## src/rtl/turf_tally_scanner.sv

```systemverilog
// turf_tally_scanner
// End-of-round scorer for the turf framebuffer. It reads each cell once
// through a fixed-latency RAM read port and counts the cells of each player
// colour. It then compares the counters one player per cycle to select the
// winner and to flag a tie. Every output is driven directly from a register.
module turf_tally_scanner #(
    parameter int                             NUM_PLAYERS = 4,
    parameter int                             COLOR_W     = 3,
    parameter int                             ADDR_W      = 15,
    parameter logic [ADDR_W-1:0]              LAST_ADDR   = 15'h4F7F,
    parameter int                             RD_LAT      = 1,
    parameter int                             CNT_W       = 15,
    parameter logic [NUM_PLAYERS*COLOR_W-1:0] COLORS      = {3'b110, 3'b100, 3'b010, 3'b001},
    parameter int                             WIN_W       = 2
) (
    input  logic                         CLOCK_50,
    input  logic                         reset,
    input  logic                         start,
    output logic [ADDR_W-1:0]            ram_addr,
    output logic                         ram_rd_en,
    input  logic [COLOR_W-1:0]           ram_data,
    output logic                         busy,
    output logic                         done,
    output logic [NUM_PLAYERS*CNT_W-1:0] counts,
    output logic [WIN_W-1:0]             winner,
    output logic                         tie
);

    localparam logic [2:0] S_IDLE    = 3'd0;
    localparam logic [2:0] S_SCAN    = 3'd1;
    localparam logic [2:0] S_DRAIN   = 3'd2;
    localparam logic [2:0] S_COMPARE = 3'd3;
    localparam logic [2:0] S_DONE    = 3'd4;

    logic [2:0]        state_q, state_d;
    logic [ADDR_W-1:0] addr_q, addr_d;
    logic              rd_en_q, rd_en_d;
    logic              busy_q, busy_d;
    logic              done_q, done_d;
    logic [RD_LAT-1:0] vld_q, vld_d;
    logic [1:0]        drain_q, drain_d;
    logic [WIN_W-1:0]  cmp_idx_q, cmp_idx_d;
    logic [WIN_W-1:0]  winner_q, winner_d;
    logic [CNT_W-1:0]  best_q, best_d;
    logic              tie_q, tie_d;
    logic [CNT_W-1:0]  cnt_q [NUM_PLAYERS];
    logic [CNT_W-1:0]  cnt_d [NUM_PLAYERS];

    logic              hit;
    logic [WIN_W-1:0]  hit_idx;
    logic [CNT_W-1:0]  cmp_cnt;

    // Colour decode: scanning downward lets the lowest matching slice win.
    always_comb begin
        hit     = 1'b0;
        hit_idx = '0;
        for (int i = NUM_PLAYERS - 1; i >= 0; i--) begin
            if (ram_data == COLORS[i*COLOR_W +: COLOR_W]) begin
                hit     = 1'b1;
                hit_idx = WIN_W'(i);
            end
        end
    end

    assign cmp_cnt = cnt_q[cmp_idx_q];

    // Next-state logic for the scan FSM, the counters and the running comparison.
    always_comb begin
        // NOTE: every variable gets a default first so no path leaves it unassigned (no latch).
        state_d   = state_q;
        addr_d    = addr_q;
        rd_en_d   = rd_en_q;
        busy_d    = busy_q;
        done_d    = 1'b0;
        drain_d   = drain_q;
        cmp_idx_d = cmp_idx_q;
        winner_d  = winner_q;
        best_d    = best_q;
        tie_d     = tie_q;
        vld_d     = vld_q << 1;
        vld_d[0]  = rd_en_q;
        for (int i = 0; i < NUM_PLAYERS; i++) begin
            cnt_d[i] = cnt_q[i];
        end

        // Count the returning datum; a counter that is already all-ones holds.
        if (vld_q[RD_LAT-1] && hit && (cnt_q[hit_idx] != '1)) begin
            cnt_d[hit_idx] = cnt_q[hit_idx] + CNT_W'(1);
        end

        case (state_q)
            S_IDLE: begin
                if (start) begin
                    for (int i = 0; i < NUM_PLAYERS; i++) begin
                        cnt_d[i] = '0;
                    end
                    winner_d = '0;
                    tie_d    = 1'b0;
                    addr_d   = '0;
                    rd_en_d  = 1'b1;
                    busy_d   = 1'b1;
                    state_d  = S_SCAN;
                end
            end
            S_SCAN: begin
                if (addr_q == LAST_ADDR) begin
                    rd_en_d = 1'b0;
                    drain_d = 2'd0;
                    state_d = S_DRAIN;
                end else begin
                    addr_d = addr_q + ADDR_W'(1);
                end
            end
            S_DRAIN: begin
                if (drain_q == 2'(RD_LAT - 1)) begin
                    cmp_idx_d = '0;
                    state_d   = S_COMPARE;
                end else begin
                    drain_d = drain_q + 2'd1;
                end
            end
            S_COMPARE: begin
                // Only a strictly greater count replaces the best, so a tie keeps the lower index.
                if (cmp_idx_q == '0) begin
                    best_d   = cmp_cnt;
                    winner_d = '0;
                    tie_d    = 1'b0;
                end else if (cmp_cnt > best_q) begin
                    best_d   = cmp_cnt;
                    winner_d = cmp_idx_q;
                    tie_d    = 1'b0;
                end else if (cmp_cnt == best_q) begin
                    tie_d = 1'b1;
                end
                if (cmp_idx_q == WIN_W'(NUM_PLAYERS - 1)) begin
                    state_d = S_DONE;
                end else begin
                    cmp_idx_d = cmp_idx_q + WIN_W'(1);
                end
            end
            S_DONE: begin
                done_d  = 1'b1;
                busy_d  = 1'b0;
                state_d = S_IDLE;
            end
            default: begin
                state_d = S_IDLE;
            end
        endcase
    end

    // State register with synchronous reset; a reset during a scan discards it.
    always_ff @(posedge CLOCK_50) begin
        // NOTE: sequential state uses non-blocking assignments so every register samples pre-edge values.
        if (reset) begin
            state_q   <= S_IDLE;
            addr_q    <= '0;
            rd_en_q   <= 1'b0;
            busy_q    <= 1'b0;
            done_q    <= 1'b0;
            vld_q     <= '0;
            drain_q   <= 2'd0;
            cmp_idx_q <= '0;
            winner_q  <= '0;
            best_q    <= '0;
            tie_q     <= 1'b0;
            // NOTE: the counter array is a small register file that drives the outputs, so it is reset.
            for (int i = 0; i < NUM_PLAYERS; i++) begin
                cnt_q[i] <= '0;
            end
        end else begin
            state_q   <= state_d;
            addr_q    <= addr_d;
            rd_en_q   <= rd_en_d;
            busy_q    <= busy_d;
            done_q    <= done_d;
            vld_q     <= vld_d;
            drain_q   <= drain_d;
            cmp_idx_q <= cmp_idx_d;
            winner_q  <= winner_d;
            best_q    <= best_d;
            tie_q     <= tie_d;
            for (int i = 0; i < NUM_PLAYERS; i++) begin
                cnt_q[i] <= cnt_d[i];
            end
        end
    end

    for (genvar g = 0; g < NUM_PLAYERS; g++) begin : g_counts
        assign counts[g*CNT_W +: CNT_W] = cnt_q[g];
    end

    assign ram_addr  = addr_q;
    assign ram_rd_en = rd_en_q;
    assign busy      = busy_q;
    assign done      = done_q;
    assign winner    = winner_q;
    assign tie       = tie_q;

endmodule

```

## config.mk

```make
export PLATFORM = sky130hd
export DESIGN_NAME = turf_tally_scanner
export DESIGN_NICKNAME = d
export VERILOG_FILES = /design/src/rtl/turf_tally_scanner.sv
export SDC_FILE = /design/constraint.sdc
export NUM_CORES = 1
export LEC_CHECK = 0
export BUFFER_PORTS_ARGS = -buffer_cell sky130_fd_sc_hd__buf_2
export CAP_MARGIN = 10
export CORE_AREA = 2 2 104 106
export DETAILED_ROUTE_END_ITERATION = 7
export DIE_AREA = 0 0 106 108
export HOLD_SLACK_MARGIN = 0.08
export PLACE_DENSITY = 0.8
export SYNTH_ARGS = -nofsm -noshare
export SYNTH_HDL_FRONTEND = slang
export SYNTH_SLANG_ARGS = --single-unit
```

## constraint.sdc

```tcl
create_clock -name CLOCK_50 -period 4.1 [get_ports CLOCK_50]
set_input_delay 0.82 -clock CLOCK_50 [delete_from_list [all_inputs] [get_ports CLOCK_50]]
set_output_delay 0.82 -clock CLOCK_50 [all_outputs]
set_load 0.05 [all_outputs]
```

==> results of run 1 <==
-- cell families after synthesis --
| family | after synthesis | synth area share |
|---|---|---|
| flops | 106 | 0.361 |
| fa+ha+maj | 20 | 0.0426 |
| buf+inv | 67 | 0.0583 |
| compound gates | 145 | 0.187 |
| simple gates | 252 | 0.206 |
| mux | 47 | 0.114 |
| xor+xnor | 21 | 0.0313 |
-- per-layer routing --
metal | global-route usage | vias to the layer above | wire length, µm
met2 | 0.464 | 228 | 7810
met1 | 0.391 | 2572 | 7090
met3 | 0.0500 | 27 | 1140
met5 | 0 | - | 0
li1 | - | 2513 | -
met4 | 0.0977 | 0 | 334
-- cells in the mapped netlist, drive strengths merged, types with 3 or more instances --
master / number / area share
a211oi: 15 / 0.025
a21o: 6 / 0.0077
a21oi: 47 / 0.041
a221oi: 6 / 0.012
a22oi: 8 / 0.011
and2: 3 / 0.0032
and2b: 4 / 0.0051
and3: 5 / 0.0053
buf: 21 / 0.029
clkbuf: 18 / 0.011
dfxtp: 106 / 0.36
ha: 20 / 0.043
inv: 28 / 0.018
mux2: 8 / 0.015
mux2i: 24 / 0.041
mux4: 15 / 0.057
nand2: 70 / 0.045
nand2b: 3 / 0.0036
nand3: 24 / 0.023
nand4: 8 / 0.0085
nor2: 85 / 0.055
nor2b: 7 / 0.0075
nor3: 17 / 0.015
nor3b: 6 / 0.0096
nor4: 4 / 0.0043
nor4bb: 3 / 0.0051
o211ai: 7 / 0.011
o21a: 4 / 0.0064
o21ai: 25 / 0.022
o31ai: 4 / 0.0060
or3: 6 / 0.0064
xnor2: 8 / 0.012
xor2: 13 / 0.019
-- per-stage QoR --
| step | util | hold WS [ps] | power [mW] |
|---|---|---|---|
| 2_1_floorplan | - | 464 | 1.18 |
| 3_3_place_gp | 0.624 | 470 | 1.21 |
| 3_5_place_dp | 0.624 | 482 | 1.21 |
| 4_1_cts | 0.643 | 494 | 1.85 |
| 5_1_grt | 0.643 | 521 | 1.91 |
| 6_report | 0.643 | 496 | 1.85 |
-- flip-flops by register name, summed over array words and instances, names as in the netlist, named ones only --
signal     flops
vld_q          1
drain_q        2
busy           1
cnt_q         60
state_q        3
ram_addr      15
cmp_idx_q      2
best_q        15
tie            1
ram_rd_en      1
winner         2
done           1
-- critical path: cells and delay by family --
kind / cells / cell delay (ps)
AOI/OAI and AO/OA: 5 / 1580
adders and majority gates: 1 / 250
buffers and inverters: 3 / 570
and+or+nand+nor: 2 / 450
-- final timing paths --
check               from      endpoint  slack, ps
max reg2reg     register    best_q[11]        880
min reg2reg  cnt_q[2][5]   cnt_q[2][5]        500
min          cnt_q[2][5]   cnt_q[2][5]        500
max          ram_data[1]  cnt_q[2][14]        660
-- cell type report --
class / count / area, µm² / area share
Multi-Input combinational cell: 485 / 3420 / 0.519
Sequential cell: 106 / 2120 / 0.323
Timing Repair Buffer: 103 / 571 / 0.0867
Tap cell: 136 / 170 / 0.0259
Clock buffer: 10 / 128 / 0.0194
Inverter: 28 / 105 / 0.0160
Clock inverter: 6 / 65.1 / 0.00989
-- power by group through the flow --
stage / Combinational [mW] / Sequential [mW] / Clock (mW)
3_3_place_gp: 0.142 / 1.07 / 0
4_1_cts: 0.145 / 1.04 / 0.663
3_5_place_dp: 0.145 / 1.07 / 0
6_report: 0.147 / 1.04 / 0.660
5_1_grt: 0.157 / 1.05 / 0.711
2_1_floorplan: 0.0952 / 1.08 / 0
==> metrics.txt, run 1 <==
GRT Total Usage=0.287; die area=about 11,000 µm²; Total Wirelength=approximately 16,000 µm; fin area=approximately 6600 µm²; Worst Path Arrival=~3700 ps; most used cell, CP=inv_1; Setup CP Type=input pin to register; Hold WC Path Type=register to register; synthesis-to-finish area growth=11.9%; Post-CTS Repair Setup Buffers=0; initial antenna violation count=0; vias in the first global route=4,859; # rows=37; first-pass GRT wire length=approximately 26,000 µm; pre-CTS setup slack=361 ps; Routability Congestion=roughly 0.95; CTS-repair resized insts=0; Reg clk slew, reported paths=between 100 and 150 ps; peak supply drop=0.000171 V; largest net degree at the start of global routing=33; WHS Path Cells=2; clk_skew=about 11 ps; initial drt markers=440; die span in x=106 µm; sum of negative setup slack=0 ps; Slowest-stage cell, CP=o2111ai_2; Yosys cell types=77; CTS Sinks=around 110; status=finished, final reports clean; sequential share of power=0.564; Synthesized Nets=between 600 and 700; relative slew slack=0.472; Critical Path Source Type=input pin; IO Count=slightly below 90; share of layout cells above drive strength 1=0.236; Routed wire per std cell=about 19 µm; crit path cell chain=buf_2, inv_1, a22o_1, a221oi_1, inv_1, ha_1, and3_1, o211ai_2, o2111ai_2, nand3_1, o31ai_2; DP HPWL=around 12,000 µm; CTS tree=done; synthesis-stage register bit count=about 110; post-synthesis area per instance=just under 9 µm²; Clock power frac=0.357; total congestion overflow=0; Logic pwr share=0.079; clk root buf=clkbuf_8; max-slew violations=0; antenna violation net count after detailed routing=0; most common cell after layout, fill and taps aside=dfxtp_1; ys async rst share=0; via/cell ratio=6.11; f_max=slightly below 300 MHz; CP endpoint kind=register; CP Max Fanout=16; RSZ-0062 raised after global routing=no; Synthesis Warnings=0; most frequent cells in the layout=dfxtp_1 (106), buf_2 (86), nor2_1 (84); DRT Pass-1 Iters=8; core box area=10,200 µm²; setup violators final=0; port bufs=86; synthesized area=around 5900 µm²; Post-synth EDFFs=0; R2R depth=10; Power per Cell Area=about 280 nW/µm²; CP required=between 4000 and 5000 ps; Lkg Pwr=about 2.7 nW; number of cells after detailed placement=858; Internal=approximately 1.4 mW; Switch Pwr=~0.5 mW; clk_lat worst skew=between 300 and 400 ps; final hold vios=0; Clock Tree Buf Depth=2; # hold bufs at CTS=0; ant diodes=0; Final Cycle Share=0.839; Die Height=108 µm; Initial Util=0.574; sequential fraction of the synthesis area=0.361; Worst-Margin Slew=791 ps; post-synthesis cell count=about 660; DRC viols=0; Max-Cap Viols=0; CP max stage delay=around 540 ps; final worst path period need=3440 ps; PnR worst setup slack=between 600 and 700 ps; fillers=862; H-tree depth=3; Primary FF master, synth=dfxtp_1; Via Count=5,340; NumNets Final=between 700 and 800; CTS Buf Count=9; switching share of power=0.264; placed instance area=approximately 6400 µm²; final non-filler cell total=874
(Power assumes the default switching activity.)
==> run 2, diff against run 1 <==
==> config.mk (replaced) <==
export PLATFORM = sky130hd
export DESIGN_NAME = turf_tally_scanner
export DESIGN_NICKNAME = d
export VERILOG_FILES = /design/src/rtl/turf_tally_scanner.sv
export SDC_FILE = /design/constraint.sdc
export NUM_CORES = 1
export LEC_CHECK = 0
export ABC_AREA = 1
export BUFFER_PORTS_ARGS = -buffer_cell sky130_fd_sc_hd__buf_2
export CAP_MARGIN = 10
export CORE_AREA = 2 2 114 116
export DETAILED_ROUTE_END_ITERATION = 7
export DIE_AREA = 0 0 116 118
export HOLD_SLACK_MARGIN = 0.08
export PLACE_DENSITY = 0.76
export SYNTH_ARGS = -nofsm -noshare
export SYNTH_HDL_FRONTEND = slang
export SYNTH_SLANG_ARGS = --single-unit
==> constraint.sdc (replaced) <==
create_clock -name CLOCK_50 -period 3 [get_ports CLOCK_50]
set_input_delay 0.6 -clock CLOCK_50 [delete_from_list [all_inputs] [get_ports CLOCK_50]]
set_output_delay 0.6 -clock CLOCK_50 [all_outputs]
set_load 0.05 [all_outputs]
==> run 2 against run 1 <==
Hold slack lost 35 ps; routed wire length grew 11%; non-clock buffer count grew 15; critical path depth grew 7; sequential power grew 47%; final cell count grew 48%; synthesized area grew 10%; synthesized cell count grew 56%; largest cell class unchanged.
==> metrics.txt, run 2 <==
Clock Tree Buf Depth=2 (unchanged); Via Count=6,650 (was 5,340); DP HPWL=13,400 µm (was 11,800 µm); setup violators final=0 (unchanged); most common cell after layout, fill and taps aside=nand2_1 (was dfxtp_1); CP endpoint kind=register (unchanged); synthesis-to-finish area growth=15.9% (was 11.9%); Worst Path Arrival=2960 ps (was 3690 ps); most used cell, CP=nand2_1 (was inv_1); CTS Buf Count=9 (unchanged); Logic pwr share=0.275 (was 0.079); f_max=approximately 370 MHz; # hold bufs at CTS=0 (unchanged); die area=13,700 µm² (was 11,400 µm²); top-area cell type share of the netlist area=0.328 (was 0.361); DRC viols=0 (unchanged); Initial Util=0.521 (was 0.574); cell family with most CP delay=compound AO/OA/AOI/OAI gates (unchanged); sum of negative setup slack=0 ps (unchanged); sequential share of power=0.391 (was 0.564); Reg clk slew, reported paths=70 ps (was 110 ps); clk_lat worst skew=360 ps (was 370 ps); CTS tree=done (unchanged); Setup CP Type=register to register (was input pin to register); most frequent cells in the layout=nand2_1 (307), inv_1 (138), nor2_1 (116) (was dfxtp_1 (106), buf_2 (86), nor2_1 (84)); CP required=3280 ps (was 4350 ps); Hold WC Path Type=register to register (unchanged); Worst-Margin Slew=637 ps (was 791 ps); first-pass GRT wire length=29,100 µm (was 25,700 µm); Slowest-stage cell, CP=dfxtp_1 (was o2111ai_2); total congestion overflow=0 (unchanged); port bufs=86 (unchanged); status=finished, final reports clean (unchanged); # rows=41 (was 37); top post-synthesis cells by area=dfxtp_1 (33%), nand2_1 (18%), inv_1 (8.0%), a21oi_1 (7.8%), nor2_1 (6.7%) (was dfxtp_1 (36%), mux4_2 (5.7%), nor2_1 (5.4%), nand2_1 (4.4%), ha_1 (4.3%)); largest net degree at the start of global routing=44 (was 33); die span in x=116 µm (was 106 µm); area leader, netlist=dfxtp_1 (unchanged); Primary FF master, synth=dfxtp_1 (unchanged); max-slew violations=0 (unchanged); crit path cell chain=inv_1, buf_12, o21ai_0, a21oi_1, a21oi_1, ha_1, nand2_1, nor2_1, nor2_1, a21boi_0, o21ai_0, nand2_1, nand2_1, nand2_1, nand2_1, buf_4, nand2_1, a21oi_1 (was buf_2, inv_1, a22o_1, a221oi_1, inv_1, ha_1, and3_1, o211ai_2, o2111ai_2, nand3_1, o31ai_2); ys async rst share=0 (unchanged); synthesis-stage register bit count=106 (unchanged); Routed wire per std cell=14.0 µm (was 18.7 µm); Yosys cell types=38 (was 77); Largest Register=cnt_q (unchanged); Power per Cell Area=522 nW/µm² (was 281 nW/µm²); fillers=1,258 (was 862); clk_skew=9.18 ps (was 10.9 ps); Routability Congestion=0.966 (was 0.949); RSZ-0062 raised after global routing=no (unchanged); CTS-repair resized insts=0 (unchanged); Total Wirelength=18,100 µm (was 16,400 µm); H-tree depth=3 (unchanged); Final Cycle Share=0.892; most frequent cell after synthesis=nand2_1 (was dfxtp_1); post-synthesis area per instance=6.29 µm² (was 8.93 µm²); placed instance area=7170 µm² (was 6380 µm²); Clock power frac=0.335 (was 0.357); WP buf/inv=3 (unchanged); sequential fraction of the synthesis area=0.328 (was 0.361); Critical Path Source Type=register (was input pin); CTS Sinks=106 (unchanged); NumNets Final=1,141 (was 759); Post-synth EDFFs=0 (unchanged); DRT Pass-1 Iters=8 (unchanged); switching share of power=0.350 (was 0.264); ant diodes=0 (unchanged); Largest register FFs=60 (unchanged); CP max stage delay=340 ps (was 540 ps); fin area=7500 µm² (was 6580 µm²); via/cell ratio=5.15 (was 6.11); Internal=2.54 mW (was 1.36 mW); initial antenna violation count=0 (unchanged); final hold vios=0 (unchanged); Hold Startpoint=best_q[3] (was cnt_q[2][5]); peak supply drop=0.000261 V (was 0.000171 V); Synthesized Nets=1,054 (was 684); CP Max Fanout=43 (was 16); Max-Cap Viols=0 (unchanged); Switch Pwr=1.37 mW (was 0.489 mW); share of layout cells above drive strength 1=0.162 (was 0.236); post-synthesis cell count=1,028 (was 658); initial drt markers=410 (was 440); Die Height=118 µm (was 108 µm); Post-CTS Repair Setup Buffers=0 (unchanged); final worst path period need=about 2700 ps; core box area=12,400 µm² (was 10,200 µm²); synthesized area=6470 µm² (was 5880 µm²); clk root buf=clkbuf_16 (was clkbuf_8); antenna violation net count after detailed routing=0 (unchanged); Lkg Pwr=3.61 nW (was 2.69 nW); relative slew slack=0.575 (was 0.472); Synthesis Warnings=0 (unchanged); GRT Total Usage=0.268 (was 0.287); IO Count=87 (unchanged); vias in the first global route=5,846 (was 4,859); Post-synth top cells=nand2_1 (307), inv_1 (138), nor2_1 (116) (was dfxtp_1 (106), nor2_1 (84), nand2_1 (69))
## run 2: routing by layer
metal / up-vias / global-route usage / wire length [µm]
met5: - / 0 / 0
li1: 3399 / - / -
met4: 0 / 0.101 / 485
met1: 3008 / 0.379 / 8630
met2: 208 / 0.415 / 8130
met3: 35 / 0.0319 / 856
## run 2: path summary, 6_finish.rpt
path,end,slack (ps),cells past startpoint
max,best_q[9],320,18
min,best_q[3],460,2
max reg2reg,best_q[9],320,18
min reg2reg,best_q[3],460,2
## run 2: logic make-up (layout without fill, tap and decap cells)
| kind of cell | count (synthesis) | in the layout | synth area share |
|---|---|---|---|
| buf+inv | 190 | 282 | 0.123 |
| xor+xnor | 12 | 12 | 0.0162 |
| flops | 106 | 106 | 0.328 |
| simple gates | 562 | 562 | 0.385 |
| compound gates | 138 | 138 | 0.110 |
| fa+ha+maj | 20 | 20 | 0.0387 |
## run 2: per-stage QoR
step / power [mW] / hold slack, ps / util / cells / worst slack (ps)
floorplan: 2.33 / 441 / - / 1028 / 187
global placement: 2.61 / 447 / 0.577 / 1276 / 286
detailed placement: 2.62 / 452 / 0.577 / 1276 / 192
CTS: 3.93 / 463 / 0.604 / 1292 / 326
global route: 4.11 / 475 / 0.604 / 1292 / 39.3
finish: 3.91 / 460 / 0.604 / 1292 / 323
## run 2: tightest hold or removal path, cell delays in order (launching register included)
cell	delay (ps)
dfxtp_1	310
nand2_1	60
a21oi_1	50
## run 2: cell type report
class,count,area [µm²],area share
multi-input cells,732,3550,0.474
flip-flops and latches,106,2120,0.283
repair buffers,118,721,0.0961
inverters,148,556,0.0741
clock buffers,12,256,0.0342
well taps,172,215,0.0287
clock inverters,4,73.8,0.00984
## run 2: power by group through the flow
stage,Combinational [mW],Clock (mW),Sequential [mW]
2_1_floorplan,0.637,0,1.69
3_3_place_gp,1.06,0,1.56
3_5_place_dp,1.06,0,1.56
4_1_cts,1.07,1.33,1.53
5_1_grt,1.18,1.39,1.54
6_report,1.08,1.31,1.53
